--- config.mk ---
export PLATFORM = sky130hd
export DESIGN_NAME = mac_dot_sequencer_flat
export DESIGN_NICKNAME = d
export VERILOG_FILES = /design/src/rtl/mac_dot_sequencer_if.sv /design/src/rtl/mac_dot_sequencer.sv /design/src/flat_wrapper.sv
export SDC_FILE = /design/constraint.sdc
export NUM_CORES = 1
export LEC_CHECK = 0
export CAP_MARGIN = 20
export CORE_MARGIN = 2
export CORE_UTILIZATION = 38
export DETAILED_ROUTE_END_ITERATION = 8
export PLACE_DENSITY = 0.91
export SLEW_MARGIN = 0
export SYNTH_ARGS = -nofsm -noshare
export SYNTH_HDL_FRONTEND = slang
export SYNTH_SLANG_ARGS = --single-unit
export TNS_END_PERCENT = 50
--- constraint.sdc ---
create_clock -name clk -period 1.9 [get_ports clk]
set_clock_uncertainty 0.05 [all_clocks]
set_input_delay 0.19 -clock clk [delete_from_list [all_inputs] [get_ports clk]]
set_output_delay 0.19 -clock clk [all_outputs]
set_load 0.01 [all_outputs]
--- src/rtl/mac_dot_sequencer_if.sv ---
// Operand stream, accumulator control and result port of mac_dot_sequencer.
// The sequencer connects through the slave modport; the upstream/downstream side uses master.
interface mac_dot_sequencer_if #(
  parameter int unsigned LEN_W = 5
);
  logic                    start;
  logic [LEN_W-1:0]        len;
  logic                    in_valid;
  logic                    in_ready;
  logic signed [8:0]       in_a;
  logic signed [8:0]       in_b;
  logic signed [8:0]       mac_dataa;
  logic signed [8:0]       mac_datab;
  logic                    mac_clken;
  logic                    mac_sload;
  logic signed [18:0]      mac_result;
  logic                    res_valid;
  logic                    res_ready;
  logic signed [18:0]      res_data;
  logic                    res_ovf;
  logic                    busy;

  modport slave (
    input  start, len, in_valid, in_a, in_b, mac_result, res_ready,
    output in_ready, mac_dataa, mac_datab, mac_clken, mac_sload,
           res_valid, res_data, res_ovf, busy
  );

  modport master (
    output start, len, in_valid, in_a, in_b, mac_result, res_ready,
    input  in_ready, mac_dataa, mac_datab, mac_clken, mac_sload,
           res_valid, res_data, res_ovf, busy
  );
endinterface

--- src/rtl/mac_dot_sequencer.sv ---
// Sequences one dot product per start command through an external signed 9x9 accumulator.
// Optional overflow shadow accumulator enabled by defining MAC_SEQ_OVF_EN.
module mac_dot_sequencer #(
  parameter int unsigned N_MAX = 16,
  parameter int unsigned LEN_W = 5
) (
  input logic                 clk,
  input logic                 aclr,
  mac_dot_sequencer_if.slave  bus
);

  localparam int unsigned RES_W = 19;
  localparam int unsigned SH_W  = 24;

  localparam logic [1:0] S_IDLE = 2'd0;
  localparam logic [1:0] S_RUN  = 2'd1;
  localparam logic [1:0] S_CAP  = 2'd2;

  localparam logic [LEN_W-1:0] N_MAX_L = LEN_W'(N_MAX);

  logic [1:0]              state, state_nxt;
  logic [LEN_W-1:0]        cnt, cnt_nxt;
  logic [LEN_W-1:0]        target, target_nxt;
  logic                    res_valid_q, res_valid_nxt;
  logic signed [RES_W-1:0] res_data_q, res_data_nxt;
  logic                    res_ovf_q, res_ovf_nxt;

  logic beat_c;
  logic last_c;
  logic capture_c;
  logic ovf_c;

  assign beat_c    = bus.in_valid && (state == S_RUN);
  assign last_c    = beat_c && (cnt == LEN_W'(target - LEN_W'(1)));
  assign capture_c = (state == S_CAP) && (!res_valid_q || bus.res_ready);

`ifdef MAC_SEQ_OVF_EN
  // Wide shadow sum; restarts on the first beat, matching the accumulator's sload clear.
  logic signed [SH_W-1:0] shadow;
  logic signed [17:0]     prod_c;
  logic signed [SH_W-1:0] shadow_sum_c;

  assign prod_c       = bus.in_a * bus.in_b;
  assign shadow_sum_c = ((cnt == '0) ? SH_W'(0) : shadow) + SH_W'(prod_c);

  always_ff @(posedge clk or posedge aclr) begin
    if (aclr) begin
      shadow <= '0;
    end else if (beat_c) begin
      shadow <= shadow_sum_c;
    end
  end

  // In range of a 19-bit signed value iff the top bits are all copies of bit 18.
  assign ovf_c = (shadow[SH_W-1:RES_W-1] != {(SH_W-RES_W+1){shadow[RES_W-1]}});
`else
  assign ovf_c = 1'b0;
`endif

  always_ff @(posedge clk or posedge aclr) begin
    if (aclr) begin
      state       <= S_IDLE;
      cnt         <= '0;
      target      <= '0;
      res_valid_q <= 1'b0;
      res_data_q  <= '0;
      res_ovf_q   <= 1'b0;
    end else begin
      state       <= state_nxt;
      cnt         <= cnt_nxt;
      target      <= target_nxt;
      res_valid_q <= res_valid_nxt;
      res_data_q  <= res_data_nxt;
      res_ovf_q   <= res_ovf_nxt;
    end
  end

  always_comb begin
    state_nxt     = state;
    cnt_nxt       = cnt;
    target_nxt    = target;
    res_valid_nxt = res_valid_q;
    res_data_nxt  = res_data_q;
    res_ovf_nxt   = res_ovf_q;

    // A capture in the same cycle overrides the consume below.
    if (res_valid_q && bus.res_ready) begin
      res_valid_nxt = 1'b0;
    end

    case (state)
      S_IDLE: begin
        if (bus.start && (bus.len != '0)) begin
          target_nxt = (bus.len > N_MAX_L) ? N_MAX_L : bus.len;
          cnt_nxt    = '0;
          state_nxt  = S_RUN;
        end
      end
      S_RUN: begin
        if (beat_c) begin
          cnt_nxt = cnt + LEN_W'(1);
          if (last_c) begin
            state_nxt = S_CAP;
          end
        end
      end
      S_CAP: begin
        if (capture_c) begin
          res_data_nxt  = bus.mac_result;
          res_ovf_nxt   = ovf_c;
          res_valid_nxt = 1'b1;
          state_nxt     = S_IDLE;
        end
      end
      default: begin
        state_nxt = S_IDLE;
      end
    endcase
  end

  assign bus.in_ready  = (state == S_RUN);
  assign bus.mac_dataa = bus.in_a;
  assign bus.mac_datab = bus.in_b;
  assign bus.mac_clken = beat_c;
  assign bus.mac_sload = last_c;
  assign bus.busy      = (state != S_IDLE);
  assign bus.res_valid = res_valid_q;
  assign bus.res_data  = res_data_q;
  assign bus.res_ovf   = res_ovf_q;

endmodule

--- src/flat_wrapper.sv ---
// flat-port wrapper written by rule: the top's interface ports become plain ports
module mac_dot_sequencer_flat 
#(
  parameter int unsigned N_MAX = 16,
  parameter int unsigned LEN_W = 5
)
  (clk, aclr, bus_start, bus_len, bus_in_valid, bus_in_a, bus_in_b, bus_mac_result, bus_res_ready, bus_in_ready, bus_mac_dataa, bus_mac_datab, bus_mac_clken, bus_mac_sload, bus_res_valid, bus_res_data, bus_res_ovf, bus_busy);
  mac_dot_sequencer_if #(.LEN_W(LEN_W)) bus_i ();
  input logic clk;
  input logic aclr;
  input wire logic [$bits(bus_i.start)-1:0] bus_start;
  input wire logic [$bits(bus_i.len)-1:0] bus_len;
  input wire logic [$bits(bus_i.in_valid)-1:0] bus_in_valid;
  input wire logic [$bits(bus_i.in_a)-1:0] bus_in_a;
  input wire logic [$bits(bus_i.in_b)-1:0] bus_in_b;
  input wire logic [$bits(bus_i.mac_result)-1:0] bus_mac_result;
  input wire logic [$bits(bus_i.res_ready)-1:0] bus_res_ready;
  output wire logic [$bits(bus_i.in_ready)-1:0] bus_in_ready;
  output wire logic [$bits(bus_i.mac_dataa)-1:0] bus_mac_dataa;
  output wire logic [$bits(bus_i.mac_datab)-1:0] bus_mac_datab;
  output wire logic [$bits(bus_i.mac_clken)-1:0] bus_mac_clken;
  output wire logic [$bits(bus_i.mac_sload)-1:0] bus_mac_sload;
  output wire logic [$bits(bus_i.res_valid)-1:0] bus_res_valid;
  output wire logic [$bits(bus_i.res_data)-1:0] bus_res_data;
  output wire logic [$bits(bus_i.res_ovf)-1:0] bus_res_ovf;
  output wire logic [$bits(bus_i.busy)-1:0] bus_busy;
  assign bus_i.start = bus_start;
  assign bus_i.len = bus_len;
  assign bus_i.in_valid = bus_in_valid;
  assign bus_i.in_a = bus_in_a;
  assign bus_i.in_b = bus_in_b;
  assign bus_i.mac_result = bus_mac_result;
  assign bus_i.res_ready = bus_res_ready;
  assign bus_in_ready = bus_i.in_ready;
  assign bus_mac_dataa = bus_i.mac_dataa;
  assign bus_mac_datab = bus_i.mac_datab;
  assign bus_mac_clken = bus_i.mac_clken;
  assign bus_mac_sload = bus_i.mac_sload;
  assign bus_res_valid = bus_i.res_valid;
  assign bus_res_data = bus_i.res_data;
  assign bus_res_ovf = bus_i.res_ovf;
  assign bus_busy = bus_i.busy;
  mac_dot_sequencer #(.N_MAX(N_MAX), .LEN_W(LEN_W)) u_core (.clk(clk), .aclr(aclr), .bus(bus_i));
endmodule
-- Word level (Yosys, flattened, before mapping)
Index checks and enable logic that the tools add are counted.
- multiplexer cells: 12
- eq/ne operators: 7
- magnitude comparators: 1
- divide/modulo/power cells: 0
- shift operators: 0
- add/sub/neg operators: 2
- reduce and logical (&&, ||, !) cells: 15
- $mul: 0
- bitwise operators: 0
- operators with widths (kind ; count):
    $mux W5 ; 3
    $pmux W5 S2 ; 1
    $mux W2 ; 4
    $ne A2 B1 Y1 const B ; 4
    $pmux W2 S3 ; 1
    $add A5 B1 Y5 const B ; 1
    $eq A5 B5 Y1 ; 1
    $gt A5 B5 Y1 const B ; 1
    $logic_and A1 B1 Y1 ; 5
    $reduce_bool A5 Y1 ; 1
    $sub A5 B1 Y5 const B ; 1
    $reduce_and A2 Y1 ; 2
    $reduce_and A4 Y1 ; 1
    $reduce_bool A2 Y1 ; 2
    $mux W1 ; 3
    $reduce_and A3 Y1 ; 1
    $eq A2 B1 Y1 const B ; 1
    $eq A2 B2 Y1 const B ; 1
    $logic_not A2 Y1 ; 1
    $logic_not A1 Y1 ; 1
    $logic_or A1 B1 Y1 ; 1
- bits in latches: 0
- memories kept: 0
- bits in read-only memories: 0
- input bits: 47
- output and inout bits: 43
- logic and storage cells: 42
- RAM bits: 0
- register bits: 32

-- Longest topological paths before layout
Gate-level depths: netlist of the first run.
- depth after elaboration: 6
- gate-level depth with buffers: 7
- gate-level depth less buffers: 7

-- Worst setup path before layout of the first run
No wires, ideal clock.
- path kind: reg-to-reg
- start: register u_core.target[0]
- end: register u_core.state[0]
- cell stages (with the launch flop): 7
- required time: 1710 ps
- slack: 242 ps
- arrival: 1468 ps
- path through: dfrtp_1 inv_1 ha_1 xor2_1 nand3_2 nor4_2 o21ai_0
- cells in the longest elaborated chain, start to end: 5
- RTL lines (element ; RTL line ; text):
    start: declaration ; mac_dot_sequencer.sv:23 ; logic [LEN_W-1:0] target, target_nxt;
    start signal: assignment ; mac_dot_sequencer.sv:71 ; target <= target_nxt;
    $sub A5 B1 Y5 ; mac_dot_sequencer.sv:34 ; assign last_c = beat_c && (cnt == LEN_W'(target - LEN_W'(1)));
    $eq A5 B5 Y1 ; mac_dot_sequencer.sv:34 ;
    $logic_and A1 B1 Y1 ; mac_dot_sequencer.sv:34 ;
    via bus_mac_sload ; flat_wrapper.sv:22 ; output wire logic [$bits(bus_i.mac_sload)-1:0] bus_mac_sload;
    $ne A2 B1 Y1 (no line) ; -- ;
    $reduce_and A4 Y1 (no line) ; -- ;
    end signal: assignment ; mac_dot_sequencer.sv:69 ; state <= state_nxt;
    end: declaration ; mac_dot_sequencer.sv:21 ; logic [1:0] state, state_nxt;
The timed path passes the listed nets, and every way through them passes these cells.
A chain may end at the register's enable or synchronous reset.

-- Final worst setup path of the first run
- start: register u_core.target[0]
- end: output bus_mac_sload
- cells in the longest elaborated chain, start to end: 3
- RTL lines (element ; RTL line):
    $sub A5 B1 Y5 ; mac_dot_sequencer.sv:34
    $eq A5 B5 Y1 ; mac_dot_sequencer.sv:34
    $logic_and A1 B1 Y1 ; mac_dot_sequencer.sv:34
    end: declaration ; flat_wrapper.sv:22
No other way between the ends.

==> impl_metrics.toml, run 1 <==
[run_status]
outcome = "complete, but fails checks"
violations = "setup timing"

[synth]
yosysSeqAreaShare = 0.504
synth.distinct_cells = 26
synthMuxAreaShare = 0.142
synth_top_area_frac = 0.504
ys_top_cells_by_area = "dfrtp_1, mux2_2, buf_4, xnor2_1, nand2_1"
synthCells = 132
yosysTopAreaCell = "dfrtp_1"
synth_warnings = 0
synth-simple-area-share = 0.117
yosys_register_bits = 32
yosys.area_share.adder = 0.0158
synth_compound_area_frac = 0.0370
avgSynthCellArea_sq_um = 12.0
synth-xor-area-share = 0.0607
synth_area_sq_mm = 0.00159
synthesis.nets = 181
synth_top_family_by_area = "multiplexers"

[critical_path]
path_buf_inv = 2
slowest_stage = "dfrtp_1"
crit_arrival_ns = 1.73
cp.required_ns = 1.66
critPathMaxFanout = 3
r2r_start = "u_core.state[1]"
end_kind = "primary output"
critical_path.top_delay_family = "simple AND/OR/NAND/NOR gates"
worstPathCellList = "inv_2 > ha_4 > xor2_2 > nand3_2 > nor4_4 > buf_2"
critPathLaunchType = "flip-flop"
worstSetupPathType = "reg2out"
max_stage_delay_ns = 0.38
critPathLaunch = "u_core.target[0]"

[sta]
finalCriticalPeriod_ns = 1.97
fmax_ghz = 0.508
slew_viol_final = 0
rsz0062_at_grt = "true"
whs_ns = 0.248
layout_setup_ws_ns = -0.0695
setup-tns-final_ns = -0.0695
setup_viol_count_final = 1
hold_viol = 0
fin_crit_sh = 1.04

[placement]
place_area_sq_mm = 0.00211
gp_congestion = 0.753
io_buffers = 52
post-place-ws_ns = -0.275
hpwl_microns = 2260

[final_layout]
final_common_cell = "clkdlybuf4s50_1"
final_util = 0.566
syn2layout_area_growth_pct = 42.6
fin_area_sq_mm = 0.00226
finalNetCount = 231
drive_gt1_frac = 0.317
nFillCells = 355
mostFrequentLayoutCells = "clkdlybuf4s50_1, dfrtp_1, mux2_2"
antennaDiodeCount = 0

[floorplan]
io_pins = 90
dieArea_sq_mm = 0.00471
core_sq_mm = 0.00400
die_height_microns = 68.6
initial_core_util = 0.397
die_w_microns = 68.6
rows = 23

[grt]
overflow = 0
antenna_found_initial = 0
grt_pass1_vias = 1074
grt_pass1_wl_microns = 4640
grt_use_met3 = 0.0536
busiest_layer = "met2"
use_met2 = 0.252
met1_usage = 0.137
track_usage = 0.140
grt_max_degree = 33

[clocking]
htreeDepth = 2
cts.path.max_buffers = 2
clk_pin_slew_worst_paths_ns = 0.07
cts_num_sinks = 32
cts_setup_buffers = 0
root_buffer = "clkbuf_8"
hold_buffers = 0
cts_buffers = 5
cts_tree = "yes"
clock_latency_ns = 0.27

[routing]
drc = 0
drtPass1Iterations = 4
routed_wl_microns = 3040
detail_route.wl_per_cell_microns = 13.0
dr_total_vias = 1060
ant_nets = 0
drt_iter0_drc = 34
vias_per_cell = 4.55

[power]
powerDensity_mw_per_mm2 = 1340
p_switching_w = 0.000978
clkPwrFrac = 0.209
netSwitchingFraction = 0.323
p_seq_frac = 0.346
power_leakage_nw = 0.957
p_comb_frac = 0.446
vdd_ir_drop_max_mv = 0.819
p_int_w = 0.00205

[hold_path]
hold_path_class = "in2async"

[flow_run]
maxCapViolCount = 0
[worst reg2reg max path, delay by kind of cell (launching register included)]
kind / cells / cell delay (ns)
multiplexers: 1 / 0.36
buffers and inverters: 2 / 0.31
AND/OR/NAND/NOR: 2 / 0.46
flip-flops: 1 / 0.36
[registers in the layout, indices dropped and copies added (netlist names)]
name / count
u_core.bus.res_data: 19
u_core.bus.res_valid: 1
u_core.cnt: 5
u_core.state: 2
u_core.target: 5
[final timing paths]
| path | endpoint | slack (ns) | cells past startpoint |
|---|---|---|---|
| max reg2reg | u_core.bus.res_data[6] | 0.25 | 5 |
| max in group asynchronous | u_core.bus.res_valid | 1.26 | 3 |
| min in group clk | bus_mac_datab[5] | 0.33 | 0 |
| min reg2reg | u_core.bus.res_data[2] | 0.46 | 1 |
| min | u_core.bus.res_data[3] | 0.25 | 3 |
| max | bus_mac_sload | -0.07 | 6 |
[kinds of logic (layout without fill, tap and decap cells)]
kind of cell	count (synthesis)	in the layout
simple gates	30	30
buf+inv	28	79
fa+ha+maj	2	2
xor+xnor	11	11
compound gates	8	8
other cells	1	1
mux	20	20
flops	32	32
[power groups by stage]
| stage | Sequential, W | Combinational, W | Clock, W |
|---|---|---|---|
| after global routing | 0.00107 | 0.00148 | 0.000691 |
| after CTS | 0.00103 | 0.00127 | 0.000652 |
| after floorplan | 0.00107 | 0.000689 | 0 |
| after detailed placement | 0.00104 | 0.00121 | 0 |
| final | 0.00105 | 0.00135 | 0.000632 |
| after global placement | 0.00103 | 0.00115 | 0 |
[routing by layer]
metal / up-vias / part of all wire
met1: 480 / 0.40
met2: 53 / 0.48
met3: 10 / 0.094
met4: 0 / 0.023
li1: 517 / -
met5: - / 0
[through the flow]
stage	std cells	power [W]
detailed placement	225	0.00225
CTS	233	0.00296
finish	233	0.00303
global placement	225	0.00218
global route	233	0.00324
floorplan	132	0.00176
[cells in the mapped netlist (all sizes together)]
library cell  instances
and2                  3
nand2b                5
o21bai                1
o211ai                1
nand3                 3
or4                   1
inv                   6
nand2                 9
nor2                  1
xor2                  2
ha                    2
nor2b                 1
nor3b                 1
xnor2                 9
nand4                 2
or2b                  2
mux2                 20
conb                  1
dfrtp                32
nor3                  1
nor4                  1
buf                  22
o21ai                 6
[layout make-up]
cell class,count,area [sq um],share of cell area
Sequential cell,32,801,0.354
Clock inverter,3,42.5,0.0188
Inverter,6,22.5,0.00995
Multi-Input combinational cell,72,642,0.284
Tap cell,50,62.6,0.0276
Clock buffer,5,68.8,0.0304
Timing Repair Buffer,65,624,0.276
[timing repair]
item                       CTS  global route
resized for setup            7             7
setup endpoints to repair    2             1
pin swaps                    2             2
Note: power is estimated with default switching activity, not from simulation.
==> inputs of run 2 (changes only) <==
Settings changed: SETUP_SLACK_MARGIN set to 0.5.
==> run 2 against run 1 <==
  * The run now ends clean
  * Non-clock buffer count increased by 4
  * Power grew 0.51%
  * Register-to-register slack improved by 0.06 ns
  * Final cell count grew 1.7%
  * Cell area grew 9.5%
  * Core utilization increased by 5.4 points
  * Die area is the same
  * Fmax grew 4.6%
  * Via count grew 4.7%
  * Critical endpoint unchanged
==> impl_metrics.toml, run 2 (synthesis gave the netlist of run 1 again) <==
[sta]
whs_ns = 0.176
hold_viol = 0
slew_viol_final = 0
setup_viol_count_final = 0
setup-tns-final_ns = 0
finalCriticalPeriod_ns = 1.88
fin_crit_sh = 0.991
rsz0062_at_grt = "true"
fmax_ghz = 0.531

[routing]
drtPass1Iterations = 2
detail_route.wl_per_cell_microns = 14.3
vias_per_cell = 4.68
ant_nets = 0
drt_iter0_drc = 36
dr_total_vias = 1110
drc = 0
routed_wl_microns = 3390

[final_layout]
multiInputGateArea_sq_um = 763
finalNetCount = 235
drive_gt1_frac = 0.385
layout.area.seq_sq_um = 802
final_common_cell = "dfrtp_1"
largest_reg_flops = 19
mostFrequentLayoutCells = "dfrtp_1, clkdlybuf4s50_1, mux2_4, dlymetal6s2s_1, buf_6"
antennaDiodeCount = 0
nFillCells = 321
syn2layout_area_growth_pct = 56.1
final_util = 0.620

[floorplan]
core_sq_mm = 0.00400
die_height_microns = 68.6
die_w_microns = 68.6
dieArea_sq_mm = 0.00471
io_pins = 90
initial_core_util = 0.397
rows = 23

[critical_path]
slowest_stage = "dfrtp_1"
end_kind = "primary output"
worstSetupPathType = "reg2out"
cp.required_ns = 1.66
max_stage_delay_ns = 0.39
reg2regPathDepth = 5
critical_path.top_delay_family = "flip-flops"
crit_cells = 6
critPathMaxFanout = 3
worstPathCellList = "inv_2 > ha_4 > xor2_2 > nand3_2 > nor4_4 > buf_2"
path_buf_inv = 2
timing.reg2reg.setup_slack_ns = 0.31
crit_arrival_ns = 1.64
critPathLaunchType = "flip-flop"

[clocking]
clock_latency_ns = 0.28
cts.path.max_buffers = 2
cts_tree = "yes"
cts_buffers = 5
htreeDepth = 2
clk_pin_slew_worst_paths_ns = 0.06
root_buffer = "clkbuf_8"
cts_num_sinks = 32

[power]
p_seq_frac = 0.353
p_comb_frac = 0.472
vdd_ir_drop_max_mv = 0.534
p_int_w = 0.00203
powerDensity_mw_per_mm2 = 1230
clkPwrFrac = 0.175
p_switching_w = 0.00101
netSwitchingFraction = 0.332
power_leakage_nw = 1.26

[placement]
io_buffers = 52
hpwl_microns = 2270
gp_congestion = 0.738

[grt]
grt_pass1_wl_microns = 5120
grt_pass1_vias = 1107
antenna_found_initial = 0
overflow = 0
track_usage = 0.152
grt_max_degree = 24

[flow_run]
maxCapViolCount = 0

[run_status]
outcome = "complete, no violations"

[hold_path]
hold_path_class = "in2async"
==> run 2: cell types whose count changed in the layout (fill, tap and decap cells not counted), sizes merged, moves of 2 or more <==
cell | previous run | this run
clkdlybuf4s50 | 50 | 24
dlymetal6s2s | 0 | 20
buf | 14 | 20
clkbuf | 5 | 9
dlygate4sd2 | 1 | 3
==> run 2: routing by layer <==
metal / routed length, microns / GRT usage
met5: 0 / 0
met3: 269 / 0.0601
met2: 1590 / 0.237
met1: 1460 / 0.187
met4: 61 / 0.0650
==> run 2: power by group through the flow <==
stage	sequential [W]	clock [W]	combinational, W
finish	0.00107	0.000532	0.00144
global route	0.00110	0.000588	0.00156
CTS	0.00106	0.000547	0.00127
detailed placement	0.00106	0	0.00120
global placement	0.00105	0	0.00116
floorplan	0.00107	0	0.000788
==> run 2: area by class of cell <==
cell class / instances / share of cell area
multi-input cells: 72 / 0.308
flip-flops and latches: 32 / 0.324
well taps: 50 / 0.0252
inverters: 6 / 0.00909
clock buffers: 8 / 0.0363
repair buffers: 69 / 0.298
==> run 2: per-stage QoR <==
stage / setup WS [ns] / area, sq um / cells / power, W
2_1_floorplan: 0.389 / 1650 / 132 / 0.00186
3_3_place_gp: -0.0396 / 2130 / 220 / 0.00221
3_5_place_dp: -0.0812 / 2130 / 220 / 0.00226
4_1_cts: 0.0151 / 2340 / 237 / 0.00287
5_1_grt: -0.0744 / 2480 / 237 / 0.00325
6_report: 0.0169 / 2480 / 237 / 0.00304
==> run 2: worst paths after layout <==
path                                             start                 endpoint
worst max-delay path                  u_core.target[1]            bus_mac_sload
worst min register to register  u_core.bus.res_data[0]   u_core.bus.res_data[0]
min in group clk                            bus_len[2]         u_core.target[2]
max in group asynchronous                         aclr          u_core.state[0]
worst min-delay path                              aclr  u_core.bus.res_data[12]
worst max register to register         u_core.state[1]   u_core.bus.res_data[1]
==> run 2: repair_timing <==
action / 4_1_cts / 5_1_grt
setup endpoints to repair: 55 / 55
cloned: 3 / 0
gates resized for setup: 39 / 52
pin swaps: 4 / 6
buffers inserted: 6 / 0
hold buffers: 0 / 0
==> inputs of run 3 (changes only) <==
Settings changed: PLACE_DENSITY 0.91 to not set, PLACE_DENSITY_LB_ADDON set to 0.3.
==> run 3 against run 2 <==
  * The flow now finishes with violations (setup timing)
  * Largest cell class unchanged
  * Clock power hardly changed
  * Sequential power about the same
  * Flip-flop and latch count did not move
  * Worst setup slack lost 0.023 ns
  * Cell area grew 3.0%
  * Power grew 5.4%
  * Critical path depth unchanged
  * Sequential share of layout area decreased by 0.98 points
  * First-iteration DRC count grew 25%
  * Final cell count is 3.0% higher
==> impl_metrics.toml, run 3 (synthesis gave the netlist of run 1 again) <==
[clocking]
hold_buffers = 0
cts.path.max_buffers = 2
clk_pin_slew_worst_paths_ns = 0.06
root_buffer = "clkbuf_8"
cts_tree = "yes"
cts_num_sinks = 32
clock_latency_ns = 0.28
cts_buffers = 5
htreeDepth = 2

[routing]
dr_total_vias = 1150
detail_route.wl_per_cell_microns = 15.8
drc = 0
vias_per_cell = 4.71
ant_nets = 0
drtPass1Iterations = 4
drt_iter0_drc = 45
routed_wl_microns = 3840

[flow_run]
maxCapViolCount = 0

[placement]
hpwl_microns = 2500
gp_congestion = 0.726
dp.cells = 221
io_buffers = 52

[final_layout]
drive_gt1_frac = 0.428
antennaDiodeCount = 0
largest_reg_flops = 19
syn2layout_area_growth_pct = 60.8
final_common_cell = "dfrtp_1"
mostFrequentLayoutCells = "dfrtp_1, clkdlybuf4s50_1, dlygate4sd2_1"
layout.cells.non_filler = 244
nFillCells = 299
finalNetCount = 242

[critical_path]
timing.rr.end = "u_core.bus.res_data[18]"
reg2regPathDepth = 7
slowest_stage = "dfrtp_1"
end_kind = "primary output"
worstPathCellList = "inv_2 > ha_4 > nor3b_4 > xnor2_2 > nor4_4 > buf_2"
critPathMaxFanout = 2
r2r_start = "u_core.state[0]"
critPathLaunch = "u_core.target[0]"
critPathLaunchType = "flip-flop"
crit_arrival_ns = 1.67
cp.required_ns = 1.66
worstSetupPathType = "reg2out"
timing.reg2reg.setup_slack_ns = 0.17
max_stage_delay_ns = 0.40

[sta]
fin_crit_sh = 1.00
rsz0062_at_grt = "true"
finalCriticalPeriod_ns = 1.91
setup_viol_count_final = 1
fmax_ghz = 0.525
layout_setup_ws_ns = -0.00579
slew_viol_final = 0
hold_viol = 0
whs_ns = 0.190

[grt]
track_usage = 0.168
grt_max_degree = 33
overflow = 0
antenna_found_initial = 0
grt_pass1_vias = 1208
grt_pass1_wl_microns = 5600

[run_status]
violations = "setup timing"
outcome = "complete, but fails checks"

[power]
p_total_w = 0.00321
powerDensity_mw_per_mm2 = 1260
vdd_ir_drop_max_mv = 0.740
power_leakage_nw = 1.18

[floorplan]
core_sq_mm = 0.00400
dieArea_sq_mm = 0.00471
die_height_microns = 68.6
die_w_microns = 68.6
rows = 23
io_pins = 90
initial_core_util = 0.397

[hold_path]
min_from = "bus_len[2]"
hold_path_class = "in2reg"
whs_path_depth = 3
hold_path_end = "u_core.target[2]"
run 3: cell types whose count changed in the layout (fill, tap and decap cells not counted), sizes merged:
cell and change:
clkinv +2, dlymetal6s2s -19, buf +7, dlygate4sd2 +19, clkbuf -2
run 3: metrics by stage:
stage / util / setup WS [ns] / cell area (sq um) / TNS [ns]
after floorplan: - / 0.389 / 1650 / 0
after global placement: 0.535 / -0.0583 / 2140 / -0.0583
after detailed placement: 0.535 / -0.133 / 2140 / -0.133
after CTS: 0.620 / -0.0110 / 2480 / -0.0110
after global routing: 0.638 / -0.114 / 2550 / -0.114
final: 0.638 / -0.00579 / 2550 / -0.00579
run 3: area by class of cell:
cell class                      count  area [sq um]  share of cell area
Clock buffer                        6          82.6              0.0324
Clock inverter                      2          10.0             0.00392
Inverter                            6          27.5              0.0108
Multi-Input combinational cell     72           788               0.309
Sequential cell                    32           801               0.314
Tap cell                           50          62.6              0.0245
Timing Repair Buffer               76           781               0.306
run 3: how the worst max path moves through the flow:
| stage | endpoint | slack (ns) |
|---|---|---|
| finish | bus_mac_sload | -0.006 |
| global route | bus_mac_sload | -0.11 |
| CTS | bus_mac_sload | -0.01 |
| detailed placement | bus_mac_sload | -0.13 |
| global placement | bus_mac_sload | -0.06 |
| floorplan | u_core.bus.res_data[0] | 0.39 |
run 3: routing by layer:
metal	part of all wire	track usage	wire length, microns	vias to the layer above
li1	-	-	-	539
met1	0.37	0.183	1410	541
met2	0.51	0.291	1950	53
met4	0.025	0.0850	98	0
met5	0	0	0	-
met3	0.10	0.0536	385	17
run 3: power breakdown:
part / switching [W] / total, W / internal (W) / leakage (nW)
combinational: 0.000670 / 0.00160 / 0.000930 / 0.742
sequential: 0.000191 / 0.00107 / 0.000881 / 0.387
clock: 0.000246 / 0.000535 / 0.000288 / 0.0510
total: 0.00111 / 0.00321 / 0.00210 / 1.18
run 3: critical path, delay by kind of cell, from the launching register on:
family,cells,cell delay [ns]
XOR/XNOR,1,0.11
adder cells (fa/ha/maj),1,0.14
buffers and inverters,2,0.26
flip-flops,1,0.40
AND/OR/NAND/NOR,2,0.47
run 3: repair_timing:
item / in CTS / in global routing
gates resized for setup: 74 / 24
gates cloned: 3 / 0
setup endpoints to repair: 54 / 36
buffers inserted: 11 / 1
pin swaps: 8 / 9
